<file path="config.mk">
export PLATFORM = sky130hd
export DESIGN_NAME = dmux8_rr_scheduler
export DESIGN_NICKNAME = d
export VERILOG_FILES = /design/src/rtl/dmux8_pkg.sv /design/src/rtl/rr_pick8.sv /design/src/rtl/dmux8_rr_scheduler.sv
export SDC_FILE = /design/constraint.sdc
export NUM_CORES = 1
export LEC_CHECK = 0
export ABC_AREA = 1
export BUFFER_PORTS_ARGS = -buffer_cell sky130_fd_sc_hd__buf_4
export CORE_UTILIZATION = 40
export CTS_BUF_LIST = sky130_fd_sc_hd__clkbuf_8
export DETAILED_ROUTE_END_ITERATION = 10
export HOLD_SLACK_MARGIN = 0.1
export PLACE_DENSITY = 0.72
export SYNTH_ARGS = -nofsm -noshare
export SYNTH_HDL_FRONTEND = slang
export SYNTH_SLANG_ARGS = --single-unit
</file>
<file path="constraint.sdc">
create_clock -name clk -period 9.7 [get_ports clk]
set_input_delay 1.94 -clock clk [delete_from_list [all_inputs] [get_ports clk]]
set_output_delay 1.94 -clock clk [all_outputs]
set_load 0.02 [all_outputs]
</file>
<file path="src/rtl/dmux8_pkg.sv">
// Shared widths, types and FSM encoding for the 8-port round-robin write scheduler.
package dmux8_pkg;
  localparam int N_PORTS = 8;
  localparam int SEL_W   = 3;
  localparam int DATA_W  = 16;

  typedef logic [SEL_W-1:0]  sel_t;
  typedef logic [DATA_W-1:0] word_t;

  typedef enum logic {
    ST_IDLE = 1'b0,
    ST_BUSY = 1'b1
  } state_t;
endpackage

</file>
<file path="src/rtl/rr_pick8.sv">
// Combinational round-robin picker: first requester after ptr, found by
// rotating req so ptr+1 lands at bit 0, priority-encoding, then un-rotating.
module rr_pick8
  import dmux8_pkg::*;
(
  input  logic [N_PORTS-1:0] req,
  input  logic [SEL_W-1:0]   ptr,
  output logic               found,
  output logic [SEL_W-1:0]   idx
);
  sel_t               base;
  sel_t               offset;
  logic [N_PORTS-1:0] rot;

  assign base = ptr + sel_t'(1);

  generate
    for (genvar gi = 0; gi < N_PORTS; gi++) begin : g_rot
      sel_t src;
      assign src     = base + sel_t'(gi);
      assign rot[gi] = req[src];
    end
  endgenerate

  // Scan from the top down so the lowest set rotated bit wins.
  always_comb begin
    offset = '0;
    for (int k = N_PORTS - 1; k >= 0; k--) begin
      if (rot[k]) offset = sel_t'(k);
    end
  end

  assign found = |req;
  assign idx   = base + offset;
endmodule

</file>
<file path="src/rtl/dmux8_rr_scheduler.sv">
// Round-robin scheduler sharing one registered write path among 8 requesters,
// driving demux select/data and a one-hot load strobe with sink backpressure.
module dmux8_rr_scheduler #(
  parameter int         DATA_W    = 16,
  parameter int         N_PORTS   = 8,
  parameter logic [2:0] RESET_PTR = 3'd7
) (
  input  logic                      clk,
  input  logic                      reset,
  input  logic [N_PORTS-1:0]        req,
  input  logic [N_PORTS*DATA_W-1:0] wdata,
  input  logic                      stall,
  output logic [N_PORTS-1:0]        ack,
  output logic [2:0]                out_sel,
  output logic [DATA_W-1:0]         out_d,
  output logic [N_PORTS-1:0]        out_load,
  output logic                      out_valid,
  output logic [15:0]               tx_count
);
  import dmux8_pkg::*;

  state_t              state_reg, state_next;
  sel_t                ptr_reg;
  sel_t                sel_reg;
  logic [DATA_W-1:0]   d_reg;
  logic [N_PORTS-1:0]  load_reg;
  logic [N_PORTS-1:0]  ack_reg;
  logic [15:0]         count_reg;

  logic                pick_found;
  sel_t                pick_idx;
  logic [DATA_W-1:0]   pick_word;
  logic [N_PORTS-1:0]  pick_onehot;
  logic                issue;
  logic                complete;

  rr_pick8 u_pick (
    .req   (req),
    .ptr   (ptr_reg),
    .found (pick_found),
    .idx   (pick_idx)
  );

  assign pick_word   = wdata[pick_idx*DATA_W +: DATA_W];
  assign pick_onehot = {{(N_PORTS-1){1'b0}}, 1'b1} << pick_idx;
  assign complete    = (state_reg == ST_BUSY) && !stall;

  always_comb begin
    state_next = state_reg;
    issue      = 1'b0;
    case (state_reg)
      ST_IDLE: begin
        if (pick_found) begin
          issue      = 1'b1;
          state_next = ST_BUSY;
        end
      end
      ST_BUSY: begin
        if (!stall) begin
          if (pick_found) begin
            issue = 1'b1;
          end else begin
            state_next = ST_IDLE;
          end
        end
      end
      default: state_next = ST_IDLE;
    endcase
  end

  always_ff @(posedge clk) begin
    if (reset) begin
      state_reg <= ST_IDLE;
      ptr_reg   <= RESET_PTR;
      sel_reg   <= '0;
      d_reg     <= '0;
      load_reg  <= '0;
      ack_reg   <= '0;
      count_reg <= '0;
    end else begin
      state_reg <= state_next;
      ack_reg   <= issue ? pick_onehot : '0;
      if (issue) begin
        sel_reg  <= pick_idx;
        d_reg    <= pick_word;
        load_reg <= pick_onehot;
        ptr_reg  <= pick_idx;
      end else if (complete) begin
        // Draining to idle: select is left as-is, data and strobe clear.
        d_reg    <= '0;
        load_reg <= '0;
      end
      if (complete) count_reg <= count_reg + 16'd1;
    end
  end

  assign out_valid = (state_reg == ST_BUSY);
  assign out_sel   = sel_reg;
  assign out_d     = d_reg;
  assign out_load  = load_reg;
  assign ack       = ack_reg;
  assign tx_count  = count_reg;
endmodule
</file>
==> qor.txt, run 1 <==
========================================================================================
Compound-cell area share of the yosys netlist                                      19.1%
Number of enable flip-flop cells after synthesis                                       0
Synth async-reset ratio                                                               0%
Setup slack of the most critical reg-to-reg path                                 4.46 ns
Synthesized-area fraction occupied by adder cells                                  1.94%
Most common cell on crit path                                                    nand2_1
Area used by sequential logic in the layout                                    1100 um^2
Aggregate negative setup slack                                                      0 ns
Startpoint of the lowest-slack hold path                                       out_d[13]
Final max-slew violation count                                                         0
Final setup viols                                                                      0
Avg WL per Cell                                                                  15.1 um
Total CTS buffers                                                                      5
Vias in the first global route                                                      4042
Count of buffers added by post-CTS timing repair for setup                             0
CP top delay family                                                         simple AND/OR/NAND/NOR gates
Vias post-DR                                                                        4437
RSZ-0062 raised after global routing                                               false
Cell accounting for the most synthesized area                                    dfxtp_1
# Max-Cap Violations                                                                   0
Worst R2R Path Depth                                                                  22
Run status                                                                  complete, no violations
Gate count of the mapped netlist                                                     557
Pin slew with the least headroom to its limit                                    1.16 ns
Worst clock skew on the final layout                                          0.00517 ns
Critical-path cell with the highest stage delay                                  nand2_1
Fraction of synthesized cell area taken by the top area cell type                  30.5%
Total nets after synthesis                                                           701
Fmax                                                                             191 MHz
Number of H-tree levels                                                                2
Remaining routing DRC violations                                                       0
Die span in x                                                                    96.9 um
Count of state elements after synthesis                                               55
Total number of placement rows                                                        34
Largest fanout of any net on the critical path                                        32
CP startpoint kind                                                              register
CP bufs+invs                                                                           3
Type of element capturing the critical path                                     register
Mean instance size in the synthesized netlist                                  6.47 um^2
Distinct cell type count after synthesis                                              38
CTS tree                                                                            done
Number of antenna repair diodes                                                        0
Worst Hold Class                                                            register to register
Share of the yosys chip area belonging to registers                                30.5%
Multiplexer share of the synthesized area                                             0%
Resize count post-CTS                                                                  0
Initial DRT Pass Iterations                                                            5
Syn. warnings                                                                          0
Clock-pin slew on the worst setup and hold paths                                 0.11 ns
Total wirelength of the detailed-routed design                                  12600 um
Synth Cell Area                                                                3600 um^2
Required time at the worst-slack endpoint                                        9.92 ns
Largest net degree at the start of global routing                                     33
Ordered list of cells on the worst path                                     inv_2 > ha_1 > inv_2 > nand2_1 > nand2_2 > nand2_1 > nand2_1 > nand2_1 > nand2_2 > a21oi_1 > o21ai_0 > nand2_1 > a21boi_0 > ha_1 > inv_1 > fa_1 > nand2_1 > o22a_1 > o221ai_1 > nand2_1 > nand3_1 > nand2_1
Cell at the root of the clock tree                                              clkbuf_8
PortBufs                                                                             190
Final weighted congestion of routability-driven global placement                   0.868
Post-layout min period                                                           5.24 ns
Portion of the clock cycle consumed by the worst path in the final layout          54.1%
Cells on Worst Hold Path                                                               2
Total congestion overflow after global routing                                         0
Count of routing violations after the opening detailed-route iteration               170
Xor and xnor area share after synthesis                                           0.486%
Detailed-placement wirelength estimate                                           9540 um
Crit-path max cell delay                                                         0.69 ns
Total area of multi-input combinational cells                                  2230 um^2
Clock Path Buffers                                                                     2
Area of the die                                                                9400 um^2
Total Nets Final                                                                     873
Most used DFF post-synth                                                         dfxtp_1
Number of top-level pins                                                             191
Fill cells                                                                           855
Number of failing hold endpoints at the final stage                                    0
Final ANT Viol Nets                                                                    0
Largest cells by area after synthesis                                       dfxtp_1, nand2_1, nand3_1, nor2_1, nand2_2
Area of the placeable core                                                     8720 um^2
Height of the die                                                                96.9 um
Critical path start-end classification                                      register to register
Starting utilization of the core area                                              41.3%
WHS Endpoint                                                                   out_d[13]
End-of-flow core utilization                                                       58.9%
Hold Buf Count CTS                                                                     0
Overall track demand over capacity in global routing                               25.6%
Area added between synthesis and finish                                            42.6%
Global-route wire length before repair                                          19600 um
Origin of the critical flop-to-flop path                                      ptr_reg[0]
Number of clock sinks                                                                 55
Dominant combinational cell family by area after synthesis                  simple AND/OR/NAND/NOR gates
Source-to-sink clock delay at the later pin of the worst-skew pair               0.32 ns
Max transition margin                                                              22.8%
Post-detailed-route via-to-cell ratio                                               5.29
Synthesized-area fraction occupied by and/or/nand/nor cells                        40.4%
Number of antenna violations at the first check in global routing                      0
Share of cells above drive strength 1                                              32.5%
Terminus of the critical flop-to-flop path                                      out_d[1]
Arrival @ worst endpoint                                                         5.47 ns
========================================================================================
## cell usage after synthesis, types with 2 or more instances
master / number
buf_1: 2
o21ai_1: 10
inv_2: 4
o22ai_1: 17
clkbuf_1: 14
inv_1: 32
o22a_1: 15
nor2_1: 63
o21ai_0: 27
nand4_1: 3
ha_1: 4
nand2_2: 24
nand3_2: 2
buf_4: 2
dfxtp_1: 55
o21a_1: 2
nand2_4: 3
nor3_1: 6
nand3_1: 55
a21oi_1: 19
nand2_1: 163
o221ai_1: 15
buf_6: 2
buf_2: 4
## worst reg2reg max path, stage by stage, from the launching register on
cell,delay [ns]
dfxtp_1,0.68
inv_2,0.30
ha_1,0.56
inv_2,0.24
nand2_1,0.09
nand2_2,0.14
nand2_1,0.08
nand2_1,0.06
nand2_1,0.06
nand2_2,0.11
a21oi_1,0.07
o21ai_0,0.15
nand2_1,0.07
a21boi_0,0.19
ha_1,0.17
inv_1,0.05
fa_1,0.57
nand2_1,0.69
o22a_1,0.50
o221ai_1,0.11
nand2_1,0.12
nand3_1,0.08
nand2_1,0.05
## cell type report
type	count	share of cell area, %
repair buffers	190	27.8
clock inverters	3	0.657
well taps	108	2.63
flip-flops and latches	55	21.4
inverters	37	2.70
clock buffers	5	1.34
multi-input cells	440	43.5
## metrics by stage
step           setup slack, ns  instance area [um^2]  hold slack (ns)  cells
3_5_place_dp              4.27                  5040            0.442    830
5_1_grt                   3.96                  5140            0.476    838
4_1_cts                   4.48                  5140            0.463    838
3_3_place_gp              4.29                  5040            0.440    830
6_report                  4.46                  5140            0.462    838
2_1_floorplan             5.23                  3600            0.459    557
## per-layer routing
layer | GRT usage [%] | vias up | wire length [um]
met4 | 7.46 | 0 | 206
met3 | 4.70 | 18 | 679
met5 | 0 | - | 0
met2 | 42.4 | 135 | 6000
met1 | 33.9 | 2069 | 5730
li1 | - | 2215 | -
## placed cells by master (no fill, tap or decap), drive strengths merged
| cell type | n |
|---|---|
| a21boi | 1 |
| a21oi | 19 |
| buf | 190 |
| clkbuf | 5 |
| clkinv | 3 |
| dfxtp | 55 |
| fa | 1 |
| ha | 4 |
| inv | 37 |
| nand2 | 191 |
| nand3 | 58 |
| nand4 | 3 |
| nor2 | 66 |
| nor3 | 6 |
| nor4 | 1 |
| o211ai | 1 |
| o21a | 2 |
| o21ai | 37 |
| o21bai | 1 |
| o221ai | 15 |
| o22a | 15 |
| o22ai | 17 |
| xnor2 | 1 |
| xor2 | 1 |
## worst max path at each step
stage,from,endpoint,slack (ns),cells after the start
3_5_place_dp,req[2],out_d[11],4.27,21
2_1_floorplan,req[2],out_d[3],5.23,23
5_1_grt,ptr_reg[0],out_d[4],3.96,24
3_3_place_gp,req[2],out_d[1],4.29,21
4_1_cts,ptr_reg[0],out_d[1],4.48,24
6_report,ptr_reg[0],out_d[1],4.46,22
## cells by family (layout without fill, tap and decap cells)
| logic type | after synthesis | count (layout) |
|---|---|---|
| AO/OA/AOI/OAI | 108 | 108 |
| buffers and inverters | 62 | 235 |
| AND/OR/NAND/NOR | 325 | 325 |
| XOR/XNOR | 2 | 2 |
| flip-flops | 55 | 55 |
| adder cells (fa/ha/maj) | 5 | 5 |
Power of run 1 is not shown: default switching activity piles up to over one toggle a cycle in this logic, so the estimate is an artifact.
==> inputs of run 2 (changes only) <==
Settings changed: PLACE_DENSITY 0.72 to 0.75.
Clock period 9.7 ns to 4.37 ns, I/O delays scaled along.
==> qor.txt, run 2 (synthesized netlist as in run 1, its figures left out) <==
========================================================================================
Run status                                                                  complete, no violations
Number of top-level pins                                                             191   unchanged
Height of the die                                                                96.9 um   unchanged
Final ANT Viol Nets                                                                    0   unchanged
Total CTS buffers                                                                      5   unchanged
Clock-pin slew on the worst setup and hold paths                                 0.11 ns   about the same
Global-route wire length before repair                                          20000 um   +1.9%
Initial DRT Pass Iterations                                                            5   unchanged
Count of routing violations after the opening detailed-route iteration               179   +5.3%
Final setup viols                                                                      0   unchanged
Area added between synthesis and finish                                            46.3%
Type of element capturing the critical path                                     register
Required time at the worst-slack endpoint                                        4.59 ns   -5.33 ns
Final weighted congestion of routability-driven global placement                   0.861   -0.86%
Largest net degree at the start of global routing                                     33   unchanged
Number of antenna repair diodes                                                        0   unchanged
Number of H-tree levels                                                                2   unchanged
Most common cell on crit path                                                    nand2_1
Top library cells by usage in the layout, fill and taps aside               buf_4, nand2_1, nor2_1, nand3_1, dfxtp_1
Total Nets Final                                                                     887   +1.6%
Number of failing hold endpoints at the final stage                                    0   unchanged
RSZ-0062 raised after global routing                                               false
Critical path start-end classification                                      register to register
Total wirelength of the detailed-routed design                                  12700 um   +0.50%
Remaining routing DRC violations                                                       0   unchanged
Detailed-placement wirelength estimate                                           9580 um   +0.44%
Portion of the clock cycle consumed by the worst path in the final layout          88.7%   +35 points
PortBufs                                                                             190   unchanged
Total congestion overflow after global routing                                         0   unchanged
Clock Path Buffers                                                                     2   unchanged
Crit-path max cell delay                                                         0.62 ns   -0.07 ns
Max transition margin                                                              43.8%   +21 points
Critical-path cell with the highest stage delay                                     fa_2
Aggregate negative setup slack                                                      0 ns   unchanged
Final max-slew violation count                                                         0   unchanged
Area of the placeable core                                                     8720 um^2   unchanged
Number of clock sinks                                                                 55   unchanged
Share of cells above drive strength 1                                              34.4%   +1.9 points
Pin slew with the least headroom to its limit                                   0.843 ns   -0.313 ns
Post-layout min period                                                           3.88 ns   -1.37 ns
Starting utilization of the core area                                              41.3%   unchanged
Vias in the first global route                                                      4124   +2.0%
Fmax                                                                             258 MHz   +35%
Total number of placement rows                                                        34   unchanged
Largest fanout of any net on the critical path                                        32   unchanged
CTS tree                                                                            done
Area of the die                                                                9400 um^2   unchanged
Worst clock skew on the final layout                                           0.0137 ns   +0.00853 ns
Number of antenna violations at the first check in global routing                      0   unchanged
# Max-Cap Violations                                                                   0   unchanged
CP startpoint kind                                                              register
Post-detailed-route via-to-cell ratio                                               5.26   -0.73%
Die span in x                                                                    96.9 um   unchanged
Overall track demand over capacity in global routing                               25.5%   -0.046 points
Arrival @ worst endpoint                                                         4.10 ns   -1.37 ns
Vias post-DR                                                                        4478   +0.92%
Most frequent standard cell in the layout excluding fill and tap cells             buf_4
Avg WL per Cell                                                                  14.9 um   -1.2%
Source-to-sink clock delay at the later pin of the worst-skew pair               0.32 ns   about the same
Worst Hold Class                                                            register to register
Cell at the root of the clock tree                                              clkbuf_8
========================================================================================
[run 2: cell types whose count changed in the layout (fill, tap and decap cells not counted), moves of 2 or more]
cell	previous run	this run
buf_4	190	201
clkinvlp_4	0	4
inv_1	32	30
inv_8	0	2
nor2_1	62	60
nor2_4	1	3
[run 2: final timing paths]
| kind | cells after the start | startpoint | end | slack [ns] |
|---|---|---|---|---|
| hold reg to reg | 2 | out_d[5] | out_d[5] | 0.46 |
| hold / removal | 2 | out_d[5] | out_d[5] | 0.46 |
| setup reg to reg | 25 | ptr_reg[0] | out_d[3] | 0.49 |
| setup / recovery | 25 | ptr_reg[0] | out_d[3] | 0.49 |
[run 2: worst max-delay path, delay by kind of cell, from the launching register on]
kind            cells  cell delay, ns
fa+ha+maj           3            1.15
simple gates       11            1.03
buf+inv             6            0.62
compound gates      5            0.62
flops               1            0.37
[run 2: cell type report]
class,count,area (um^2)
Fill cell,839,3450
Multi-Input combinational cell,440,2250
Timing Repair Buffer,202,1520
Sequential cell,55,1100
Inverter,37,149
Tap cell,108,135
Clock buffer,5,68.8
Clock inverter,3,31.3
Timing Repair inverter,2,15.0
[run 2: per-layer routing]
metal	up-vias	wire length, um	global-route usage (%)	share of wire [%]
li1	2235	-	-	-
met1	2067	5330	33.9	42
met2	158	6130	42.5	48
met3	18	990	5.27	7.8
met4	0	226	5.86	1.8
met5	-	0	0	0
[run 2: what timing repair did]
item / 4_1_cts / 5_1_grt
endpoints found under the setup margin: 0 / 16
hold buffers: 0 / 0
buffers inserted: 0 / 4
gates resized for setup: 0 / 12
[run 2: metrics by stage]
step	cells	hold WS [ns]	util (%)	setup slack (ns)	instance area (um^2)
3_3_place_gp	838	0.440	58.4	0.322	5100
3_5_place_dp	838	0.444	58.4	0.209	5100
6_report	852	0.461	60.5	0.493	5270
5_1_grt	852	0.489	60.5	0.0675	5270
4_1_cts	846	0.463	59.6	0.235	5200
2_1_floorplan	557	0.459	-	0.593	3600
Power of run 2 is left out for the same reason.
==> inputs of run 3 (changes only) <==
--- a/config.mk
+++ b/config.mk
@@ -12,5 +12,5 @@
 export DETAILED_ROUTE_END_ITERATION = 10
 export HOLD_SLACK_MARGIN = 0.1
-export PLACE_DENSITY = 0.75
+export PLACE_DENSITY = 0.72
 export SYNTH_ARGS = -nofsm -noshare
 export SYNTH_HDL_FRONTEND = slang
==> constraint.sdc (replaced) <==
create_clock -name clk -period 4.8 [get_ports clk]
set_input_delay 0.96 -clock clk [delete_from_list [all_inputs] [get_ports clk]]
set_output_delay 0.96 -clock clk [all_outputs]
set_load 0.05 [all_outputs]
==> qor.txt, run 3 (synthesized netlist as in run 1, its figures left out) <==
========================================================================================
Run status                                                                  complete, no violations
Count of routing violations after the opening detailed-route iteration               217   +21%
Number of antenna violations at the first check in global routing                      0   unchanged
Largest net degree at the start of global routing                                     33   unchanged
Vias post-DR                                                                        4513   +0.78%
Portion of the clock cycle consumed by the worst path in the final layout          91.0%   +2.3 points
Area of the die                                                                9400 um^2   unchanged
GR met2 Demand/Resource                                                            41.4%   -1.0 points
Overall track demand over capacity in global routing                               25.5%   -0.089 points
Total number of placement rows                                                        34   unchanged
Height of the die                                                                96.9 um   unchanged
Final setup viols                                                                      0   unchanged
Global routing usage on met3                                                       5.35%   +0.072 points
Area used by sequential logic in the layout                                    1100 um^2   unchanged
# Max-Cap Violations                                                                   0   unchanged
Worst clock skew on the final layout                                           0.0102 ns   -0.00347 ns
Source-to-sink clock delay at the later pin of the worst-skew pair               0.32 ns   about the same
Top library cells by usage in the layout, fill and taps aside               buf_4, nand2_1, nor2_1, nand3_1, dfxtp_1
Area of the placeable core                                                     8720 um^2   unchanged
Starting utilization of the core area                                              41.3%   unchanged
Hold Buf Count CTS                                                                     0   unchanged
Final max-slew violation count                                                         0   unchanged
Total CTS buffers                                                                      5   unchanged
Initial DRT Pass Iterations                                                            4   -1
Share of cells above drive strength 1                                              34.1%   -0.36 points
Pin slew with the least headroom to its limit                                   0.892 ns   +0.0496 ns
Fill cells                                                                           856   +2.0%
Number of clock sinks                                                                 55   unchanged
Fmax                                                                             229 MHz   -11%
Total congestion overflow after global routing                                         0   unchanged
Number of antenna repair diodes                                                        0   unchanged
Final ANT Viol Nets                                                                    0   unchanged
Area added between synthesis and finish                                            45.5%
Remaining routing DRC violations                                                       0   unchanged
WHS Endpoint                                                                   out_d[13]
CP startpoint kind                                                              register
Post-layout min period                                                           4.37 ns   +0.492 ns
Most frequent standard cell in the layout excluding fill and tap cells             buf_4
Avg WL per Cell                                                                  15.0 um   +0.52%
Detailed-placement wirelength estimate                                           9470 um   -1.2%
Post-detailed-route via-to-cell ratio                                               5.30   +0.90%
Global-route wire length before repair                                          19800 um   -1.2%
Worst Hold Class                                                            register to register
Clock-pin slew on the worst setup and hold paths                                 0.11 ns   about the same
Setup slack of the most critical reg-to-reg path                                 0.43 ns   -0.06 ns
Routing usage on met1                                                              33.6%   -0.32 points
Largest fanout of any net on the critical path                                        15   -53%
Vias in the first global route                                                      4119   -0.12%
Total wirelength of the detailed-routed design                                  12700 um   +0.40%
PortBufs                                                                             190   unchanged
Final weighted congestion of routability-driven global placement                   0.888   +3.2%
Total Nets Final                                                                     886   -0.11%
Type of element capturing the critical path                                     register
Total area of multi-input combinational cells                                  2240 um^2   -0.67%
Required time at the worst-slack endpoint                                        5.03 ns   +0.44 ns
Max transition margin                                                              40.5%   -3.3 points
Clock Path Buffers                                                                     2   unchanged
Terminus of the critical flop-to-flop path                                     out_d[10]
Startpoint of the lowest-slack hold path                                       out_d[13]
Highest-utilization routing layer at the global route stage                         met2
RSZ-0062 raised after global routing                                               false
Die span in x                                                                    96.9 um   unchanged
Origin of the critical flop-to-flop path                                      ptr_reg[0]
Number of failing hold endpoints at the final stage                                    0   unchanged
Critical path start-end classification                                      register to register
Worst R2R Path Depth                                                                  25   unchanged
Number of top-level pins                                                             191   unchanged
Cells on Worst Hold Path                                                               2   unchanged
Number of H-tree levels                                                                2   unchanged
CTS tree                                                                            done
Cell at the root of the clock tree                                              clkbuf_8
Aggregate negative setup slack                                                      0 ns   unchanged
Arrival @ worst endpoint                                                         4.59 ns   +0.49 ns
========================================================================================
## run 3: changes by cell type in the layout (fill, tap and decap cells not counted), sizes merged
cell and change:
clkinv +1, inv -1, buf -1
## run 3: area by class of cell
type,count,share of cell area [%]
Timing Repair inverter,2,0.286
Clock inverter,3,0.597
Tap cell,108,2.58
Inverter,37,2.79
Timing Repair Buffer,201,28.8
Clock buffer,5,1.31
Sequential cell,55,21.0
Multi-Input combinational cell,440,42.7
## run 3: worst max path at each step
stage | start | end | slack, ns | depth (start not counted)
floorplan | ptr_reg[0] | out_d[3] | 1.02 | 26
global placement | ptr_reg[0] | out_d[0] | 0.46 | 24
detailed placement | ptr_reg[0] | out_d[10] | 0.36 | 24
CTS | ptr_reg[0] | out_d[10] | 0.32 | 24
global route | ptr_reg[0] | out_d[10] | 0.06 | 25
finish | ptr_reg[0] | out_d[10] | 0.43 | 25
## run 3: critical path: stages (launching register included)
cell and delay [ns]:
dfxtp_1 0.35, inv_2 0.04, ha_1 0.47, inv_2 0.23, nand2_1 0.09, nand2_2 0.13, nand2_1 0.08, nand2_1 0.07
nand2_1 0.06, nand2_2 0.11, a21oi_1 0.07, o21ai_0 0.14, nand2_1 0.06, a21boi_0 0.18, ha_1 0.18, inv_1 0.05
fa_1 0.52, nor2_1 0.43, clkinvlp_4 0.16, buf_4 0.22, o22ai_1 0.16, nor2_1 0.06, o21ai_0 0.11, nand3_1 0.15
nand3_1 0.11, nand2_1 0.06
## run 3: layer usage
metal / vias to the layer above / wire length (um)
met4: 0 / 316
met5: - / 0
li1: 2241 / -
met2: 153 / 6100
met3: 28 / 844
met1: 2091 / 5460
## run 3: metrics by stage
stage	setup WS (ns)	instance area (um^2)	hold slack [ns]	instances	utilization [%]
floorplan	1.02	3600	0.459	557	-
global placement	0.460	5080	0.440	836	58.3
detailed placement	0.361	5080	0.441	836	58.3
CTS	0.317	5180	0.459	844	59.4
global route	0.0553	5240	0.491	851	60.1
finish	0.431	5240	0.457	851	60.1
## run 3: repair_timing
action | in CTS | in global routing
buffers inserted | 0 | 5
setup endpoints to repair | 0 | 16
resized for setup | 0 | 5
Power of run 3 is left out for the same reason.
